<file path="config.mk">
export PLATFORM = sky130hd
export DESIGN_NAME = ifetch_unit
export DESIGN_NICKNAME = d
export VERILOG_FILES = /design/src/rtl/ifetch_unit.sv
export SDC_FILE = /design/constraint.sdc
export NUM_CORES = 1
export LEC_CHECK = 0
export CAP_MARGIN = 20
export CORE_MARGIN = 3
export CORE_UTILIZATION = 45
export DETAILED_ROUTE_END_ITERATION = 12
export HOLD_SLACK_MARGIN = 0.03
export PLACE_DENSITY = 0.72
export SKIP_LAST_GASP = 1
export SLEW_MARGIN = 15
export SYNTH_ARGS = -nofsm -noshare
export SYNTH_HDL_FRONTEND = slang
export SYNTH_SLANG_ARGS = --single-unit
</file>
<file path="constraint.sdc">
create_clock -name clk -period 8.2 [get_ports clk]
set_input_delay 2.05 -clock clk [delete_from_list [all_inputs] [get_ports clk]]
set_output_delay 2.05 -clock clk [all_outputs]
set_load 0.02 [all_outputs]
</file>
<file path="src/rtl/ifetch_unit.sv">
// Instruction-fetch initiator: issues sequential PCs to imem under a credit limit,
// buffers returned instructions in program order and discards stale responses after a redirect.
module ifetch_unit #(
    parameter logic [31:0] RESET_PC   = 32'h0000_0000,
    parameter int          FBUF_DEPTH = 4
) (
    input  logic        clk,
    input  logic        rst,
    input  logic        redirect_valid,
    input  logic [31:0] redirect_pc,
    output logic        imem_req_valid,
    input  logic        imem_req_ready,
    output logic [31:0] imem_req_addr,
    input  logic        imem_resp_valid,
    output logic        imem_resp_ready,
    input  logic [31:0] imem_resp_inst,
    output logic        fetch_valid,
    input  logic        fetch_ready,
    output logic [31:0] fetch_pc,
    output logic [31:0] fetch_inst
);

    localparam int IW = $clog2(FBUF_DEPTH);
    localparam int PW = IW + 1;
    localparam int CW = PW + 1;
    localparam logic [CW-1:0] DEPTH_C = CW'(FBUF_DEPTH);
    localparam logic [PW-1:0] ONE     = PW'(1);

    logic [31:0]   pc_q, pc_d;
    logic [PW-1:0] alloc_q, alloc_d;
    logic [PW-1:0] fill_q, fill_d;
    logic [PW-1:0] head_q, head_d;
    logic [PW-1:0] drop_q, drop_d;
    logic [31:0]   pc_mem_q   [FBUF_DEPTH];
    logic [31:0]   inst_mem_q [FBUF_DEPTH];

    logic [PW-1:0] occ;
    logic [PW-1:0] unfilled;
    logic [CW-1:0] credits_used;
    logic [31:0]   redirect_base;
    logic          issue_fire;
    logic          resp_fire;
    logic          resp_drop;
    logic          resp_fill;
    logic          fetch_fire;

    // Stale in-flight responses still hold a credit until they come back and are dropped.
    assign occ          = alloc_q - head_q;
    assign unfilled     = alloc_q - fill_q;
    assign credits_used = {1'b0, occ} + {1'b0, drop_q};
    assign redirect_base = redirect_pc & 32'hFFFF_FFFC;

    assign imem_req_valid  = (credits_used < DEPTH_C) && !redirect_valid && !rst;
    assign imem_req_addr   = pc_q;
    assign imem_resp_ready = 1'b1;

    assign fetch_valid = (head_q != fill_q) && !redirect_valid;
    assign fetch_pc    = pc_mem_q[head_q[IW-1:0]];
    assign fetch_inst  = inst_mem_q[head_q[IW-1:0]];

    assign issue_fire = imem_req_valid && imem_req_ready;
    assign resp_fire  = imem_resp_valid;
    assign resp_drop  = resp_fire && (drop_q != '0);
    assign resp_fill  = resp_fire && (drop_q == '0) && !redirect_valid;
    assign fetch_fire = fetch_valid && fetch_ready;

    always_comb begin
        pc_d    = pc_q;
        alloc_d = alloc_q;
        fill_d  = fill_q;
        head_d  = head_q;
        drop_d  = drop_q;
        if (redirect_valid) begin
            // Every request not yet answered becomes stale, minus one if it answers right now.
            pc_d   = redirect_base;
            drop_d = drop_q + unfilled - {{(PW-1){1'b0}}, resp_fire};
            head_d = alloc_q;
            fill_d = alloc_q;
        end else begin
            if (issue_fire) begin
                alloc_d = alloc_q + ONE;
                pc_d    = pc_q + 32'd4;
            end
            if (resp_drop) begin
                drop_d = drop_q - ONE;
            end
            if (resp_fill) begin
                fill_d = fill_q + ONE;
            end
            if (fetch_fire) begin
                head_d = head_q + ONE;
            end
        end
    end

    always_ff @(posedge clk) begin
        if (rst) begin
            pc_q    <= RESET_PC;
            alloc_q <= '0;
            fill_q  <= '0;
            head_q  <= '0;
            drop_q  <= '0;
        end else begin
            pc_q    <= pc_d;
            alloc_q <= alloc_d;
            fill_q  <= fill_d;
            head_q  <= head_d;
            drop_q  <= drop_d;
        end
    end

    always_ff @(posedge clk) begin
        if (rst) begin
            for (int i = 0; i < FBUF_DEPTH; i++) begin
                pc_mem_q[i]   <= '0;
                inst_mem_q[i] <= '0;
            end
        end else begin
            if (issue_fire) begin
                pc_mem_q[alloc_q[IW-1:0]] <= pc_q;
            end
            if (resp_fill) begin
                inst_mem_q[fill_q[IW-1:0]] <= imem_resp_inst;
            end
        end
    end

endmodule

</file>
## Word level (Yosys, flattened, before mapping)

Memories as Yosys holds them, arrays and structs flattened. A register that Yosys moved wholly into a read port is not among the register bits.
Index checks and enable logic that the tools add are counted.

- Register bits: 44
- Bits in writable memories: 256
- Input port bits: 70
- Output and inout port bits: 99
- Logic and storage cells: 67
- Memories kept: 2

- $add $sub $neg: 10
- $lt $le $gt $ge: 1
- Eq/ne operators: 1
- Mux-type cells: 26
- Bitwise logic cells: 1
- Reduce and logical (&&, ||, !) cells: 20

Memory list:

| name | words | bits a word | read ports | clocked after Yosys merged registers in | wr ports | line | RTL |
|---|---|---|---|---|---|---|---|
| inst_mem_q | 4 | 32 | 1 | 1 | 4 | 35 | `logic [31:0] inst_mem_q [FBUF_DEPTH];` |
| pc_mem_q | 4 | 32 | 1 | 1 | 4 | 34 | `logic [31:0] pc_mem_q [FBUF_DEPTH];` |

Operators with widths:

| operator | count |
|---|---|
| $mux 32 | 4 |
| $reduce_or 32->1 | 2 |
| $add 32x3->32 const B | 1 |
| $mux 3 | 6 |
| $mux 2 | 6 |
| $mux 1 | 10 |
| $add 3x1->3 const B | 3 |
| $logic_and 1x1->1 | 8 |
| $reduce_bool 2->1 | 4 |
| $sub 3x3->3 | 2 |
| $add 3x3->4 | 1 |
| $lt 4x3->1 const B | 1 |
| $add 3x3->3 | 1 |
| $logic_not 3->1 | 1 |
| $ne 3x3->1 | 1 |
| $reduce_bool 3->1 | 1 |
| $sub 3x1->3 | 1 |
| $sub 3x1->3 const B | 1 |
| $logic_not 1->1 | 2 |
| $reduce_and 2->1 | 1 |
| $reduce_or 2->1 | 1 |
| $not 1->1 | 1 |

## Logic depth before layout (Yosys ltp)

- Depth in word-level cells: 11
- Gate-level depth with buffers: 15
- Gate-level depth less buffers: 13

## Least setup slack after synthesis

OpenSTA, ideal clock, no wires.

- Kind: input to output
- From: in redirect_valid
- To: out fetch_valid
- Arrival time: 2.992 ns
- Data required time: 6.150 ns
- Slack: 3.158 ns
- Stages: 4
- Buffers on the path: 3
- Path through: buf_2 > clkbuf_1 > clkbuf_1 > a31oi_1

- Longest elaborated chain between the ends: 2

RTL lines:

| item | line | RTL |
|---|---|---|
| start, declared | 9 | `input logic redirect_valid,` |
| $logic_not 1->1 | 57 | `assign fetch_valid = (head_q != fill_q) && !redirect_valid;` |
| $logic_and 1x1->1 | 57 |  |
| end, declared | 17 | `output logic fetch_valid,` |

Every way passes these cells.

## Worst setup path in the final report

Same ends and word-level chain as after synthesis.

==> flow_summary.toml <==
[power]
ir_drop_mv = 0.160
p_sw_frac = 0.249
internal_power_mw = 2.79
p_per_area_nw_per_um2 = 227
total_power_mw = 3.72
p_leak_nw = 5.84
netSwitchingPower_uw = 928
pwr-share-comb = 0.147
seq_power_share = 0.476
power_frac_clock = 0.378

[sta]
setup_tns_ns = 0
maxSlewHeadroom = 0.291
worst_pin_slew_ns = 1.06
grt_setup_unrepaired = "no"
fmax_ghz = 0.174
timing.final.crit_share = 0.702
skew_ns = 0.0138
slew_violations = 0
hold_viol = 0
setup_viol = 0
min_period_ns = 5.76

[layout]
mostFrequentLayoutCells = "248 x edfxtp_1, 237 x and2_1, 160 x clkdlybuf4s50_1, 62 x mux4_2"
area_growth_syn_to_layout_pct = 22.1
layout_commonest_cell = "edfxtp_1"
antenna_cells = 0
final_nets = 1179
n_fill_cell = 2382
drive_gt1_frac = 0.142

[job]
drv_cap = 0

[route]
vias = 8188
routed_wl_um = 31800
vias_per_cell = 5.45
route.detailed.drc = 0
first_pass_iters = 4
avgRoutedWirePerCell_um = 21.1
drt_iter0_markers = 645
detail-route-antenna-nets = 0

[floorplan]
start_util = 0.462
core-area_um2 = 29100
rows = 62
dieArea_um2 = 31900
die_w_um = 179
pin_count = 169
die_h_um = 179

[global_routing]
grt_usage = 0.199
grt_pass1_wl_um = 48600
grt_overflow = 0
grt_pass1_vias = 8477
antenna_found_initial = 0
grt_max_degree = 48

[clocking]
numCtsBuffers = 31
path_clk_slew_ns = 0.06
cts_resized = 0
h-tree-depth = 1
postCtsSetupBuffers = 0
clkLatencyLatePin_ns = 0.55
cts.sinks = 292
cts_tree = "done"
cts_buffer_depth = 3
root_buffer = "clkbuf_16"
holdBufCountCts = 0

[critical_path]
crit_fanout = 34
end_kind = "output pin"
max_stage_delay_ns = 0.67
crit_slowest_cell = "clkdlybuf4s50_1"
crit_start = "redirect_valid"
cp.required_ns = 6.15
path_class = "in2out"
cpMostUsedCell = "clkdlybuf4s50_1"
rrSetupSlack_ns = 3.35
path_cells = "clkdlybuf4s50_1 -> buf_4 -> a31oi_1 -> clkdlybuf4s50_1"
critical_path_arrival_ns = 3.71
r2r_start = "alloc_q[0]"
worstSetupStartpointType = "input port"

[synth]
ys.warnings.count = 0
synth-seq-cells = 292
synthTopCellsByArea = "edfxtp_1 55%, and2_1 11%, mux4_2 10%, dfxtp_1 6.6%, xnor2_1 1.3%"
ys.flop_type = "edfxtp_1"
synth_cell_types = 62
synth_top_area_share = 0.555
syn_avg_cell_area_um2 = 14.1
synth_top_area_cell = "edfxtp_1"
syn-instance-count = 950
async_flop_share = 0
synth_edf_count = 248
synth_area_um2 = 13400
ys_seq_area_frac = 0.620

[place]
dp_hpwl_um = 19000
io_buffers = 161
gp_congestion = 0.812

[min_path]
worst_hold_startpoint = "imem_req_addr[4]"
min_path_type = "reg2reg"

[run_status]
status = "completed"
==> path summary, 6_finish.rpt <==
| check | endpoint | cells after the start |
|---|---|---|
| max reg2reg | pc_mem_q[2][25] | 12 |
| min reg2reg | imem_req_addr[4] | 2 |
| max | fetch_valid | 4 |
| min | imem_req_addr[4] | 2 |
==> state kept, by name (all words and copies together) (netlist names), named ones only <==
register,flops
imem_req_addr,30
head_q,3
inst_mem_q,128
drop_q,3
pc_mem_q,120
fill_q,3
alloc_q,3
==> cell usage after synthesis (4+ instances only) <==
library cell  count
inv_1            20
and2_2            4
or3_1             8
buf_2            11
nand3_1          16
edfxtp_1        248
a22oi_1           5
or2_2             7
xnor2_1          20
clkbuf_1         40
nand4_1           7
a211oi_1          5
o311ai_0          4
mux4_2           62
nor2_1           21
ha_1             10
xor2_1            7
nand2_1          42
a21oi_1          19
o21ai_0           5
nor3_1            8
o211ai_1          6
a31oi_1          12
nor4_1            9
buf_1             4
and3_1            7
dfxtp_1          44
buf_4             7
and2_1          237
fa_1              5
==> layer usage <==
layer	vias to the layer above	share of wire	GRT usage
li1	3786	-	-
met1	4119	0.42	0.269
met2	243	0.51	0.342
met3	40	0.052	0.0282
met4	0	0.018	0.0451
met5	-	0	0
==> logic make-up after synthesis <==
group / Yosys count / share of synthesized area
xor gates and xnor gates: 27 / 0.0176
buffers and inverters: 85 / 0.0270
adders and majority gates: 15 / 0.0168
AOI/OAI and AO/OA: 74 / 0.0377
muxes: 66 / 0.107
and+or+nand+nor: 389 / 0.173
DFF: 292 / 0.620
other: 2 / 0.000559
==> power by group through the flow <==
stage / clock (mW) / sequential, mW / combinational (mW)
after global routing: 1.50 / 1.78 / 0.587
final: 1.41 / 1.77 / 0.546
after global placement: 0 / 1.80 / 0.548
after floorplan: 0 / 1.78 / 0.332
after CTS: 1.43 / 1.77 / 0.554
after detailed placement: 0 / 1.80 / 0.552
==> worst max-delay path: cells and delay by family <==
kind | cells | cell delay (ns)
buffers and inverters | 3 | 1.42
AO/OA/AOI/OAI | 1 | 0.22
==> through the flow <==
stage,util,instance area (um^2),std cells,worst slack [ns],hold slack [ns]
after global routing,0.564,16400,1502,2.30,0.616
after detailed placement,0.528,15400,1445,2.48,0.570
after floorplan,-,13400,953,3.16,0.558
after global placement,0.528,15400,1445,2.44,0.563
after CTS,0.564,16400,1502,2.45,0.580
final,0.564,16400,1502,2.44,0.587
==> layout make-up <==
type,count,area (um^2),share of cell area
Inverter,20,75.1,0.00458
Sequential cell,292,8330,0.508
Clock buffer,38,822,0.0501
Clock inverter,19,203,0.0124
Tap cell,384,480,0.0293
Multi-Input combinational cell,576,4780,0.292
Timing Repair Buffer,173,1700,0.103
Note: power is estimated with default switching activity, not from simulation.
